<file path="config.mk">
export PLATFORM = sky130hd
export DESIGN_NAME = mesi_isc_cpu_agent
export DESIGN_NICKNAME = d
export VERILOG_FILES = /design/src/rtl/mesi_isc_cpu_agent.sv
export SDC_FILE = /design/constraint.sdc
export NUM_CORES = 1
export LEC_CHECK = 0
export ABC_AREA = 1
export BUFFER_PORTS_ARGS = -buffer_cell sky130_fd_sc_hd__buf_2
export CAP_MARGIN = 25
export CORE_ASPECT_RATIO = 1.25
export CORE_MARGIN = 2
export CORE_UTILIZATION = 65
export DETAILED_ROUTE_END_ITERATION = 16
export GPL_TIMING_DRIVEN = 0
export PLACE_DENSITY_LB_ADDON = 0.3
export REMOVE_ABC_BUFFERS = 1
export SLEW_MARGIN = 40
export SYNTH_ARGS = -nofsm -noshare
export SYNTH_HDL_FRONTEND = slang
export SYNTH_SLANG_ARGS = --single-unit
export TNS_END_PERCENT = 5
</file>
<file path="constraint.sdc">
create_clock -name clk -period 5.2 [get_ports clk]
set_clock_uncertainty 0.05 [all_clocks]
set_input_delay 1.04 -clock clk [delete_from_list [all_inputs] [get_ports clk]]
set_output_delay 1.04 -clock clk [all_outputs]
set_load 0.05 [all_outputs]
</file>
<file path="src/rtl/mesi_isc_cpu_agent.sv">
// mesi_isc_cpu_agent
//   Per-CPU coherence agent sitting between one CPU and the MESI coherence
//   controller. CPU loads/stores that miss (or a store to a shared line) become
//   MBUS broadcast requests. The agent holds each request until it is acked,
//   then waits for the matching CBUS enable. CBUS snoops and enables are
//   serviced in any state with a single-cycle ack. A small direct-mapped table
//   holds the MESI state of each line.
//
// Ports
//   clk, rst                   clock, synchronous active-high reset
//   cpu_req_i/cpu_wr_i/        CPU request valid, store flag and address
//     cpu_addr_i
//   cpu_ready_o                request accepted when cpu_req_i && cpu_ready_o
//   cpu_done_o                 1-cycle completion pulse
//   mbus_cmd_o/mbus_addr_o     broadcast request to the controller,
//                              held until mbus_ack_i
//   mbus_ack_i                 request ack from the controller
//   cbus_cmd_i/cbus_addr_i     snoop/enable command from the controller
//   cbus_ack_o                 1-cycle ack per CBUS command
//   wb_o                       1-cycle pulse: modified data written back
module mesi_isc_cpu_agent #(
    parameter int ADDR_WIDTH     = 32,
    parameter int CBUS_CMD_WIDTH = 3,
    parameter int MBUS_CMD_WIDTH = 3,
    parameter int LINES          = 4,
    parameter int LINES_LOG2     = 2,
    parameter int OFFSET_BITS    = 2
) (
    input  logic                      clk,
    input  logic                      rst,
    input  logic                      cpu_req_i,
    input  logic                      cpu_wr_i,
    input  logic [ADDR_WIDTH-1:0]     cpu_addr_i,
    output logic                      cpu_ready_o,
    output logic                      cpu_done_o,
    output logic [MBUS_CMD_WIDTH-1:0] mbus_cmd_o,
    output logic [ADDR_WIDTH-1:0]     mbus_addr_o,
    input  logic                      mbus_ack_i,
    input  logic [CBUS_CMD_WIDTH-1:0] cbus_cmd_i,
    input  logic [ADDR_WIDTH-1:0]     cbus_addr_i,
    output logic                      cbus_ack_o,
    output logic                      wb_o
);
    localparam int TAG_W = ADDR_WIDTH - OFFSET_BITS;

    localparam logic [MBUS_CMD_WIDTH-1:0] MBUS_NOP      = MBUS_CMD_WIDTH'(0);
    localparam logic [MBUS_CMD_WIDTH-1:0] MBUS_WR_BROAD = MBUS_CMD_WIDTH'(3);
    localparam logic [MBUS_CMD_WIDTH-1:0] MBUS_RD_BROAD = MBUS_CMD_WIDTH'(4);

    localparam logic [CBUS_CMD_WIDTH-1:0] CBUS_NOP      = CBUS_CMD_WIDTH'(0);
    localparam logic [CBUS_CMD_WIDTH-1:0] CBUS_WR_SNOOP = CBUS_CMD_WIDTH'(1);
    localparam logic [CBUS_CMD_WIDTH-1:0] CBUS_RD_SNOOP = CBUS_CMD_WIDTH'(2);
    localparam logic [CBUS_CMD_WIDTH-1:0] CBUS_EN_WR    = CBUS_CMD_WIDTH'(3);
    localparam logic [CBUS_CMD_WIDTH-1:0] CBUS_EN_RD    = CBUS_CMD_WIDTH'(4);

    localparam logic [1:0] ST_I = 2'd0;
    localparam logic [1:0] ST_S = 2'd1;
    localparam logic [1:0] ST_E = 2'd2;
    localparam logic [1:0] ST_M = 2'd3;

    typedef enum logic [1:0] {IDLE, REQ, WAIT_EN} state_t;

    state_t                    state_q, state_d;
    logic [TAG_W-1:0]          req_line_q;
    logic                      req_wr_q;
    logic [MBUS_CMD_WIDTH-1:0] mbus_cmd_q;
    logic [ADDR_WIDTH-1:0]     mbus_addr_q;
    logic                      done_q, ack_q, wb_q;
    logic                      cb_busy_q;   // CBUS command acked, waiting for NOP

    logic [TAG_W-1:0]          tag_q [LINES];
    logic [1:0]                st_q  [LINES];

    // Lookup views
    logic [TAG_W-1:0]      cb_line, cpu_line;
    logic [LINES_LOG2-1:0] cb_idx, cpu_idx, req_idx;
    logic [1:0]            cb_st, cpu_st, req_st;
    logic                  cb_hit, cpu_hit, cb_take, cpu_acc;
    logic                  miss_path, hit_done, set_m, en_fill;

    // Low offset bits of the snoop address never select anything.
    logic unused_cbus_off;
    assign unused_cbus_off = ^cbus_addr_i[OFFSET_BITS-1:0];

    assign cb_line  = cbus_addr_i[ADDR_WIDTH-1:OFFSET_BITS];
    assign cpu_line = cpu_addr_i[ADDR_WIDTH-1:OFFSET_BITS];
    assign cb_idx   = cb_line[LINES_LOG2-1:0];
    assign cpu_idx  = cpu_line[LINES_LOG2-1:0];
    assign req_idx  = req_line_q[LINES_LOG2-1:0];
    assign cb_st    = st_q[cb_idx];
    assign cpu_st   = st_q[cpu_idx];
    assign req_st   = st_q[req_idx];
    assign cb_hit   = (tag_q[cb_idx] == cb_line) && (cb_st != ST_I);
    assign cpu_hit  = (tag_q[cpu_idx] == cpu_line) && (cpu_st != ST_I);

    // A new CBUS command is taken only once the previous one dropped to NOP.
    assign cb_take = !cb_busy_q && (cbus_cmd_i != CBUS_NOP);

    // Any CBUS service blocks the CPU for that cycle, so the table sees at
    // most one writer per cycle.
    assign cpu_ready_o = !rst && (state_q == IDLE) && !cb_take;
    assign cpu_acc     = cpu_req_i && cpu_ready_o;

    assign cpu_done_o  = done_q;
    assign cbus_ack_o  = ack_q;
    assign wb_o        = wb_q;
    assign mbus_cmd_o  = mbus_cmd_q;
    assign mbus_addr_o = mbus_addr_q;

    always_comb begin
        state_d   = state_q;
        miss_path = 1'b0;
        hit_done  = 1'b0;
        set_m     = 1'b0;
        en_fill   = 1'b0;
        case (state_q)
            IDLE: begin
                if (cpu_acc) begin
                    // Load hits any valid state; store needs E or M locally.
                    miss_path = !(cpu_hit && (!cpu_wr_i || cpu_st == ST_E || cpu_st == ST_M));
                    hit_done  = !miss_path;
                    set_m     = cpu_wr_i && cpu_hit && (cpu_st == ST_E);
                    if (miss_path)
                        state_d = REQ;
                end
            end
            REQ: begin
                if (mbus_ack_i)
                    state_d = WAIT_EN;
            end
            WAIT_EN: begin
                en_fill = cb_take && (cb_line == req_line_q) &&
                          ((req_wr_q && cbus_cmd_i == CBUS_EN_WR) ||
                           (!req_wr_q && cbus_cmd_i == CBUS_EN_RD));
                if (en_fill)
                    state_d = IDLE;
            end
            default: state_d = IDLE;
        endcase
    end

    always_ff @(posedge clk) begin
        if (rst) begin
            state_q     <= IDLE;
            req_line_q  <= '0;
            req_wr_q    <= 1'b0;
            mbus_cmd_q  <= MBUS_NOP;
            mbus_addr_q <= '0;
            done_q      <= 1'b0;
            ack_q       <= 1'b0;
            wb_q        <= 1'b0;
            cb_busy_q   <= 1'b0;
            for (int i = 0; i < LINES; i++) begin
                tag_q[i] <= '0;
                st_q[i]  <= ST_I;
            end
        end else begin
            state_q <= state_d;
            done_q  <= hit_done || en_fill;
            ack_q   <= cb_take;
            wb_q    <= 1'b0;

            if (cb_take)
                cb_busy_q <= 1'b1;
            else if (cbus_cmd_i == CBUS_NOP)
                cb_busy_q <= 1'b0;

            if (cpu_acc && miss_path) begin
                req_line_q  <= cpu_line;
                req_wr_q    <= cpu_wr_i;
                mbus_cmd_q  <= cpu_wr_i ? MBUS_WR_BROAD : MBUS_RD_BROAD;
                mbus_addr_q <= cpu_addr_i;
            end else if (state_q == REQ && mbus_ack_i) begin
                mbus_cmd_q <= MBUS_NOP;
            end

            if (set_m)
                st_q[cpu_idx] <= ST_M;

            if (en_fill) begin
                // Fill replaces whatever sits at the index; a modified victim
                // of a different line is written back.
                tag_q[req_idx] <= req_line_q;
                st_q[req_idx]  <= req_wr_q ? ST_M : ST_S;
                wb_q           <= (req_st == ST_M) && (tag_q[req_idx] != req_line_q);
            end else if (cb_take && cb_hit) begin
                if (cbus_cmd_i == CBUS_WR_SNOOP) begin
                    st_q[cb_idx] <= ST_I;
                    wb_q         <= (cb_st == ST_M);
                end else if (cbus_cmd_i == CBUS_RD_SNOOP &&
                             (cb_st == ST_M || cb_st == ST_E)) begin
                    st_q[cb_idx] <= ST_S;
                    wb_q         <= (cb_st == ST_M);
                end
            end
        end
    end
endmodule
</file>
==> flow_summary_export.csv, run 1 <==
group,metric,value,unit
global_route,grt_max_degree,67,
clock_tree,holdBufCountCts,0,
route,drt_iter0_drc,2161,
yosys,avgSynthCellArea,6.74,sq um
final_layout,synthToLayoutAreaGrowth,9.46,%
clock_tree,cts_root_buf,"clkbuf_16",
critical_path,cp_num_buf_inv,4,
placed_design,globalplace.congestion,1.04,
min_path,min_path_type,"reg2reg",
yosys,ys_types,36,
critical_path,crit_arrival,4.61,ns
critical_path,startpoint_type,"input pin",
job,maxCapViolCount,0,
global_route,grt_pass1_wl,62.8,mm
clock_tree,cts_resized,0,
critical_path,worstPathRequired,5.22,ns
die,ioPinCount,111,
final_layout,fin_nets,1853,
run_status,status,"completed",
route,dr_total_vias,12800,
sta,period_needed,4.59,ns
die,start_util,0.666,
placed_design,portBuffers,108,
critical_path,slowest_stage,"inv_2",
yosys,synth-xor-area-share,0.0308,
power,powerDensity,280,mW/mm^2
global_route,grt_pass1_vias,11900,
critical_path,crit_type,"in2reg",
placed_design,dpl_cell_area,0.0122,sq mm
yosys,ys_top_cells_by_area,"edfxtp_1 33%, nand2_1 20%, nand3_1 9.2%",
yosys,muxShareOfSynthArea,0,
global_route,grt_usage,0.440,
final_layout,diodes,0,
sta,timing.hold.ws,0.430,ns
clock_tree,clk_path_buf_depth,2,
yosys,synth_compound_area_frac,0.0781,
power,power.internal,2.39,mW
final_layout,final_area,0.0127,sq mm
die,die_h,154,microns
die,die_area,0.0190,sq mm
power,p_leak,5.64,nW
placed_design,hpwlAfterDp,26.7,mm
clock_tree,clk_pin_slew,0.07,ns
critical_path,critPathTopFamily,"simple AND/OR/NAND/NOR gates",
clock_tree,cts_sinks,171,
power,p_sw_frac,0.331,
sta,slew_viol_final,0,
critical_path,path_cells,"buf_4 > inv_2 > nor2_1 > nor2_1 > nand2_1 > nor2_1 > nand2_1 > nor2_1 > nand4_1 > buf_4 > inv_1 > nand3_4 > nand2_4",
sta,tightest_slew,0.936,ns
sta,rsz0062_at_grt,"no",
critical_path,cp_slowest_stage_delay,0.73,ns
yosys,synth_largest_area_cell,"edfxtp_1",
power,seq_power_share,0.442,
sta,setup_viol_count_final,0,
die,row_count,54,
yosys,synth-simple-area-share,0.412,
route,via_per_inst,6.34,
final_layout,post-route-util,0.729,
yosys,synthAdderAreaFrac,0,
power,peakVddDrop,0.224,mV
yosys,ys_seq_area_frac,0.404,
critical_path,cp_common_cell,"nor2_1",
power,clkPwrFrac,0.350,
placed_design,dpl.cell_count,1986,
sta,fmax,218,MHz
die,die_w,124,microns
yosys,yosys.area.top_type_share,0.330,
clock_tree,clock_latency,0.45,ns
sta,min_period_over_period,0.882,
global_route,grt_overflow,0,
yosys,ys_warn_count,0,
final_layout,instances_no_fill,2018,
clock_tree,htreeDepth,4,
route,finalWirelength,41.4,mm
sta,slew_headroom,0.375,
power,pwr-share-comb,0.208,
global_route,antenna_found_initial,0,
route,final_antenna_net_count,0,
yosys,synth_cells,1729,
power,p_sw,1.18,mW
yosys,synth_top_family_by_area,"simple AND/OR/NAND/NOR gates",
yosys,synth_area,0.0116,sq mm
critical_path,cp-end-kind,"register",
route,drcViolationCount,0,
sta,hold_viol_final,0,
die,core-area,0.0175,sq mm
clock_tree,postCtsSetupRepairBufs,0,
final_layout,drive_gt1_frac,0.0987,
critical_path,crit_fanout,35,
yosys,ys_ff_latch,171,
clock_tree,numCtsBuffers,17,
route,drtPass1Iterations,7,
clock_tree,cts_tree,"yes",
route,wl_per_cell,20.5,microns
[layout make-up]
cell class              count  area (sq um)
clock buffers              20           437
clock inverters            12           114
fillers                  1463          4750
inverters                 107           417
multi-input cells        1369          6150
flip-flops and latches    171          4710
well taps                 224           280
repair buffers            115           644
[worst reg2reg max path, delay by kind of cell, from the launching register on]
| kind | cells | cell delay [ns] |
|---|---|---|
| buffers and inverters | 1 | 0.62 |
| DFF | 1 | 0.94 |
| xor gates and xnor gates | 1 | 0.18 |
| and+or+nand+nor | 8 | 1.85 |
[metrics by stage]
step / setup TNS [ns] / worst slack, ns / power (mW)
6_report: 0 / 0.612 / 3.57
5_1_grt: 0 / 0.503 / 3.65
2_1_floorplan: 0 / 0.500 / 2.04
3_3_place_gp: -513.02 / -3.48 / 2.29
4_1_cts: 0 / 0.646 / 3.51
3_5_place_dp: 0 / 0.213 / 2.31
[metal layers]
metal | routed length (microns) | track usage | up-vias
met1 | 13800 | 0.550 | 5683
met4 | 3100 | 0.294 | 0
li1 | - | - | 5758
met2 | 18500 | 0.666 | 1071
met5 | 0 | 0 | -
met3 | 5950 | 0.114 | 275
[logic make-up (layout without fill, tap and decap cells)]
kind of cell | after synthesis | count (layout)
AND/OR/NAND/NOR | 1159 | 1159
buffers and inverters | 192 | 254
flip-flops | 171 | 171
AO/OA/AOI/OAI | 165 | 165
XOR/XNOR | 41 | 41
other | 1 | 4
[power by group through the flow]
stage	Sequential [mW]	Clock, mW	Combinational, mW
after floorplan	1.64	0	0.391
after global placement	1.61	0	0.681
after detailed placement	1.60	0	0.706
after CTS	1.57	1.23	0.710
after global routing	1.58	1.27	0.794
final	1.58	1.25	0.741
[Yosys cell counts, drive strengths merged]
| master | number |
|---|---|
| clkbuf | 27 |
| nand3b | 21 |
| buf | 58 |
| o21ai | 90 |
| dfxtp | 43 |
| inv | 106 |
| o21a | 1 |
| nand3 | 215 |
| xnor2 | 9 |
| a32o | 1 |
| nor4 | 4 |
| xor2 | 32 |
| edfxtp | 128 |
| clkinv | 1 |
| nor3b | 5 |
| and2 | 2 |
| o211ai | 2 |
| a211oi | 1 |
| or2 | 1 |
| nand2 | 609 |
| conb | 1 |
| a21oi | 45 |
| o22ai | 25 |
| nor3 | 15 |
| nor2 | 275 |
| nand4 | 12 |
[cell usage in the layout, fill, tap and decap left out, types with 3 or more instances in the layout]
master,count
nand2_1,603
nor2_1,273
nand3_1,212
edfxtp_1,128
buf_2,104
inv_1,97
o21ai_0,76
dfxtp_1,41
a21oi_1,35
xor2_1,32
o22ai_1,25
nand3b_1,21
clkbuf_16,17
nor3_1,15
o21ai_1,14
nand4_1,12
a21oi_2,10
xnor2_1,9
buf_4,7
nor3b_1,5
nand2_4,5
nor4_1,4
inv_2,4
inv_4,4
inv_6,4
conb_1,4
clkinvlp_4,3
clkinv_2,3
clkbuf_1,3
buf_12,3
[sequential cells by signal, indices dropped and copies added, names as in the netlist, named ones only]
name         cells
mbus_addr_o      2
state_q          2
cpu_done_o       1
tag_q          120
wb_o             1
req_wr_q         1
mbus_cmd_o       2
cb_busy_q        1
req_line_q      30
st_q             8
cbus_ack_o       1
[final timing paths]
kind / from / cells past startpoint / slack [ns] / to
hold / removal: mbus_addr_o[1] / 2 / 0.43 / mbus_addr_o[1]
setup / recovery: cbus_addr_i[3] / 13 / 0.61 / tag_q[0][6]
setup reg to reg: register / 10 / 1.46 / wb_o
hold reg to reg: mbus_addr_o[1] / 2 / 0.43 / mbus_addr_o[1]
No activity file was read; power rests on OpenSTA's default activity.
==> run 2, diff against run 1 <==
- RECOVER_POWER: unset -> 25
==> flow_summary_export.csv, run 2 (synthesized netlist as in run 1, its figures left out) <==
group,metric,value,unit
clock_tree,postCtsSetupRepairBufs,0,
die,die_h,154,microns
placed_design,place_ws,0.213,ns
critical_path,crit_type,"in2reg",
die,row_count,54,
sta,tns,0,ns
power,peakVddDrop,0.224,mV
clock_tree,holdBufCountCts,0,
final_layout,mostFrequentLayoutCells,"603 x nand2_1, 274 x nor2_1, 212 x nand3_1",
clock_tree,cts_sinks,171,
job,maxCapViolCount,2,
die,ioPinCount,111,
route,drt_iter0_drc,1867,
final_layout,largest_reg_flops,120,
placed_design,dpl_cell_area,0.0122,sq mm
die,start_util,0.666,
clock_tree,clk_path_buf_depth,2,
die,core-area,0.0175,sq mm
critical_path,cp_common_cell,"nor2_1",
die,die_w,124,microns
global_route,grt_pass1_vias,11900,
sta,fmax,206,MHz
min_path,min_path_type,"reg2reg",
final_layout,instances_no_fill,2018,
critical_path,cp-end-kind,"register",
clock_tree,htreeDepth,4,
final_layout,regMostFlops,"tag_q",
critical_path,worstPathRequired,5.22,ns
run_status,violations,"max-capacitance violations, max-slew violations",
final_layout,synthToLayoutAreaGrowth,8.82,%
global_route,grt_usage,0.440,
power,pwr-share-comb,0.207,
critical_path,critPathTopFamily,"simple AND/OR/NAND/NOR gates",
route,wl_per_cell,20.5,microns
power,p_leak,5.47,nW
clock_tree,cts_tree,"yes",
critical_path,cp_num_buf_inv,2,
route,finalWirelength,41.4,mm
global_route,grt_pass1_wl,62.8,mm
global_route,antenna_found_initial,0,
placed_design,globalplace.congestion,1.04,
sta,rsz0062_at_grt,"no",
placed_design,dpl.cell_count,1986,
route,drcViolationCount,0,
final_layout,fin_nets,1853,
sta,setup_viol_count_final,0,
clock_tree,numCtsBuffers,17,
run_status,status,"finished, violations left",
critical_path,cp_slowest_stage_delay,1.20,ns
critical_path,path_cells,"clkbuf_2 > xnor2_1 > nand2_1 > nor2_1 > nand2_1 > nor2_1 > nand4_1 > clkbuf_1 > nor2_1 > nand2_4 > nand2_4",
placed_design,hpwlAfterDp,26.7,mm
critical_path,startpoint_type,"input pin",
clock_tree,clock_latency,0.44,ns
critical_path,slowest_stage,"clkbuf_2",
clock_tree,clk_pin_slew,0.07,ns
final_layout,layout_commonest_cell,"nand2_1",
route,dr_total_vias,12800,
die,die_area,0.0190,sq mm
power,p_sw_frac,0.332,
route,final_antenna_net_count,0,
placed_design,portBuffers,108,
sta,hold_viol_final,0,
sta,slew_headroom,-0.150,
power,power.internal,2.38,mW
sta,period_needed,4.85,ns
sta,slew_viol_final,97,
clock_tree,cts_root_buf,"clkbuf_16",
clock_tree,cts_resized,0,
route,drtPass1Iterations,7,
power,seq_power_share,0.443,
global_route,grt_max_degree,67,
final_layout,diodes,0,
sta,tightest_slew,1.73,ns
power,clkPwrFrac,0.351,
sta,min_period_over_period,0.932,
power,p_sw,1.18,mW
power,powerDensity,281,mW/mm^2
final_layout,final_area,0.0127,sq mm
route,via_per_inst,6.34,
final_layout,drive_gt1_frac,0.0730,
critical_path,crit_arrival,4.87,ns
critical_path,crit_fanout,65,
final_layout,reg_top3,"tag_q: 120 flops, req_line_q: 30 flops, st_q: 8 flops",
sta,setup_slack,0.354,ns
global_route,grt_overflow,0,
sta,timing.hold.ws,0.435,ns
==> run 2: worst min-delay path: stages (launching register included) <==
cell and delay [ns]:
dfxtp_1 0.33, nor2_1 0.05, nor2_1 0.08
==> run 2: final timing paths <==
path	start	to	slack, ns	cells past startpoint
min reg2reg	mbus_addr_o[1]	mbus_addr_o[1]	0.44	2
max	cbus_addr_i[2]	tag_q[2][6]	0.35	11
max reg2reg	register	wb_o	0.65	10
min	mbus_addr_o[1]	mbus_addr_o[1]	0.44	2
==> run 2: metrics by stage <==
| step | utilization | power, mW |
|---|---|---|
| CTS | 0.728 | 3.51 |
| global placement | 0.687 | 2.29 |
| finish | 0.724 | 3.57 |
| floorplan | - | 2.04 |
| global route | 0.724 | 3.65 |
| detailed placement | 0.696 | 2.31 |
==> run 2: area by class of cell <==
type | instances | area [sq um]
multi-input combinational | 1369 | 6150
fill | 1498 | 4820
sequential | 171 | 4710
timing repair buffer | 115 | 573
clock buffer | 20 | 437
inverter | 107 | 417
tap | 224 | 280
clock inverter | 12 | 114
==> run 2: power groups by stage <==
stage | Clock [mW] | Combinational [mW] | Sequential [mW]
6_report | 1.25 | 0.737 | 1.58
3_5_place_dp | 0 | 0.706 | 1.60
4_1_cts | 1.23 | 0.710 | 1.57
2_1_floorplan | 0 | 0.391 | 1.64
3_3_place_gp | 0 | 0.681 | 1.61
5_1_grt | 1.27 | 0.790 | 1.58
==> run 2: layer usage <==
| metal | GRT usage | share of wire | wire length (microns) |
|---|---|---|---|
| met4 | 0.294 | 0.076 | 3160 |
| met3 | 0.114 | 0.14 | 5990 |
| met5 | 0 | 0 | 0 |
| met2 | 0.666 | 0.45 | 18400 |
| met1 | 0.550 | 0.33 | 13800 |
==> run 3, diff against run 2 <==
- ABC_AREA: 1 -> unset
- CORE_UTILIZATION: 65 -> 55
- clock period: 5.2 -> 5.9 ns (I/O delays scaled with it)
==> flow_summary_export.csv, run 3 <==
group,metric,value,unit
critical_path,worstPathRequired,5.91,ns
sta,hold_viol_final,0,
clock_tree,clk_pin_slew,0.06,ns
critical_path,startpoint_type,"input pin",
die,die_h,157,microns
power,pwr-share-comb,0.151,
sta,tightest_slew,1.38,ns
route,drt_iter0_drc,700,
final_layout,layout_commonest_cell,"edfxtp_1",
clock_tree,numCtsBuffers,17,
sta,setup_viol_count_final,0,
route,finalWirelength,28.7,mm
min_path,min_to,"mbus_addr_o[1]",
yosys,ys_types,61,
die,row_count,56,
final_layout,fin_nets,959,
yosys,synthFlopType,"edfxtp_1",
critical_path,r2r_end,"tag_q[1][3]",
power,seq_power_share,0.478,
clock_tree,clk_path_buf_depth,2,
global_route,grt_pass1_vias,7279,
yosys,ys_seq_area_frac,0.454,
yosys,ys_top_cells_by_area,"edfxtp_1 37%, mux4_2 18%, dfxtp_1 8.3%",
power,p_leak,4.25,nW
job,maxCapViolCount,0,
route,wl_per_cell,25.4,microns
critical_path,r2r_start,"req_line_q[0]",
yosys,yosysMostFrequentCell,"edfxtp_1",
placed_design,hpwlAfterDp,19.1,mm
clock_tree,holdBufCountCts,0,
sta,slew_headroom,0.0822,
yosys,ys_ff_latch,171,
clock_tree,cts_root_buf,"clkbuf_16",
die,die_area,0.0200,sq mm
sta,min_period_over_period,0.882,
critical_path,crit_arrival,5.22,ns
final_layout,regMostFlops,"tag_q",
yosys,synth_largest_area_cell,"edfxtp_1",
global_route,grt_pass1_wl,43.2,mm
critical_path,reg2reg_slack,1.14,ns
yosys,avgSynthCellArea,13.0,sq um
clock_tree,cts_tree,"yes",
route,final_antenna_net_count,0,
sta,timing.hold.ws,0.444,ns
clock_tree,htreeDepth,4,
route,via_per_inst,6.39,
power,power.internal,2.13,mW
clock_tree,clock_latency,0.43,ns
sta,slew_viol_final,0,
yosys,synth_cells,794,
yosys,synth_edf_count,128,
clock_tree,cts_sinks,171,
power,peakVddDrop,0.194,mV
clock_tree,postCtsSetupRepairBufs,0,
sta,fmax,192,MHz
global_route,antenna_found_initial,0,
placed_design,portBuffers,108,
sta,setup_slack,0.696,ns
yosys,ys_warn_count,0,
yosys,synthArstFlopShare,0,
final_layout,diodes,0,
power,clkPwrFrac,0.371,
route,dr_total_vias,7236,
power,finalPower,2.90,mW
power,powerDensity,249,mW/mm^2
die,die_w,127,microns
clock_tree,cts_resized,0,
yosys,yosys.area.top_type_share,0.371,
final_layout,drive_gt1_frac,0.232,
critical_path,reg2regPathDepth,8,
critical_path,crit_type,"in2reg",
run_status,status,"completed",
sta,rsz0062_at_grt,"no",
route,drcViolationCount,0,
power,p_sw_frac,0.264,
global_route,grt_max_degree,48,
min_path,worstHoldPathCells,2,
critical_path,crit_fanout,38,
min_path,hold_path.startpoint,"mbus_addr_o[1]",
route,drtPass1Iterations,5,
yosys,synth_area,0.0104,sq mm
final_layout,mostFrequentLayoutCells,"128 x edfxtp_1, 85 x and2_1, 81 x mux4_2",
placed_design,place_ws,0.583,ns
final_layout,synthToLayoutAreaGrowth,12.6,%
sta,period_needed,5.20,ns
min_path,min_path_type,"reg2reg",
global_route,grt_overflow,0,
critical_path,cp-end-kind,"register",
global_route,grt_usage,0.296,
critical_path,crit_start,"cbus_addr_i[2]",
die,core-area,0.0186,sq mm
placed_design,globalplace.congestion,0.903,
final_layout,reg_top3,"tag_q: 120 flops, req_line_q: 30 flops, st_q: 8 flops",
die,ioPinCount,111,
final_layout,largest_reg_flops,120,
yosys,synth_common_cells,"128 x edfxtp_1, 86 x and2_1, 81 x mux4_2, 72 x xnor2_1, 56 x mux2i_1",
die,start_util,0.556,
power,p_sw,0.764,mW
[run 3: cell types whose count changed after synthesis, moves of 56 or more]
cell     change
and2_1      +84
inv_1       -90
mux2i_1     +56
mux4_2      +81
nand2_1    -590
nand3_1    -203
nor2_1     -228
o21ai_0     -68
xnor2_1     +63
[run 3: how the worst max path moves through the flow]
stage / endpoint / slack, ns / cells past startpoint
2_1_floorplan: tag_q[2][0] / 0.13 / 7
3_5_place_dp: tag_q[1][24] / 0.58 / 9
5_1_grt: tag_q[1][23] / 0.50 / 9
6_report: tag_q[1][3] / 0.70 / 9
3_3_place_gp: tag_q[0][20] / -4.47 / 7
4_1_cts: tag_q[1][18] / 1.02 / 9
[run 3: layout make-up]
class	count	area, sq um
fillers	1470	6980
multi-input cells	564	5390
flip-flops and latches	171	4710
repair buffers	122	684
clock buffers	22	444
well taps	232	290
clock inverters	10	100
inverters	11	43.8
[run 3: power by group through the flow]
stage | clock, mW | combinational (mW) | sequential, mW
after detailed placement | 0 | 0.437 | 1.41
after global routing | 1.12 | 0.463 | 1.39
after floorplan | 0 | 0.236 | 1.43
after global placement | 0 | 0.426 | 1.41
final | 1.07 | 0.439 | 1.39
after CTS | 1.07 | 0.441 | 1.38
[run 3: routing by layer]
metal	global-route usage	vias up	share of wire
met1	0.373	3645	0.38
met2	0.514	346	0.52
met4	0.123	0	0.036
met5	0	-	0
li1	-	3181	-
met3	0.0466	64	0.071
[run 3: critical path, stage by stage]
cell and delay (ns):
buf_4 0.57, xor2_1 0.13, nor4_1 0.37, nand4_1 0.29, nor4_4 0.54, clkbuf_1 0.45, and2_0 0.30, and3_2 0.75
or2_4 0.60
[run 3: cell families (layout without fill, tap and decap cells)]
kind of cell / count (synthesis) / count (layout) / share of synthesized area
AND/OR/NAND/NOR: 259 / 259 / 0.145
flip-flops: 171 / 171 / 0.454
multiplexers: 139 / 139 / 0.232
XOR/XNOR: 120 / 120 / 0.101
buffers and inverters: 62 / 165 / 0.0326
AO/OA/AOI/OAI: 42 / 42 / 0.0333
other: 1 / 4 / 0.000362
[run 3: stage by stage]
step	instance area [sq um]	TNS [ns]	std cells	util
6_report	11700	0	1132	0.626
5_1_grt	11700	0	1132	0.626
4_1_cts	11800	0	1132	0.631
3_5_place_dp	11200	0	1100	0.601
3_3_place_gp	10900	-545.90	1086	0.585
2_1_floorplan	10100	0	746	-
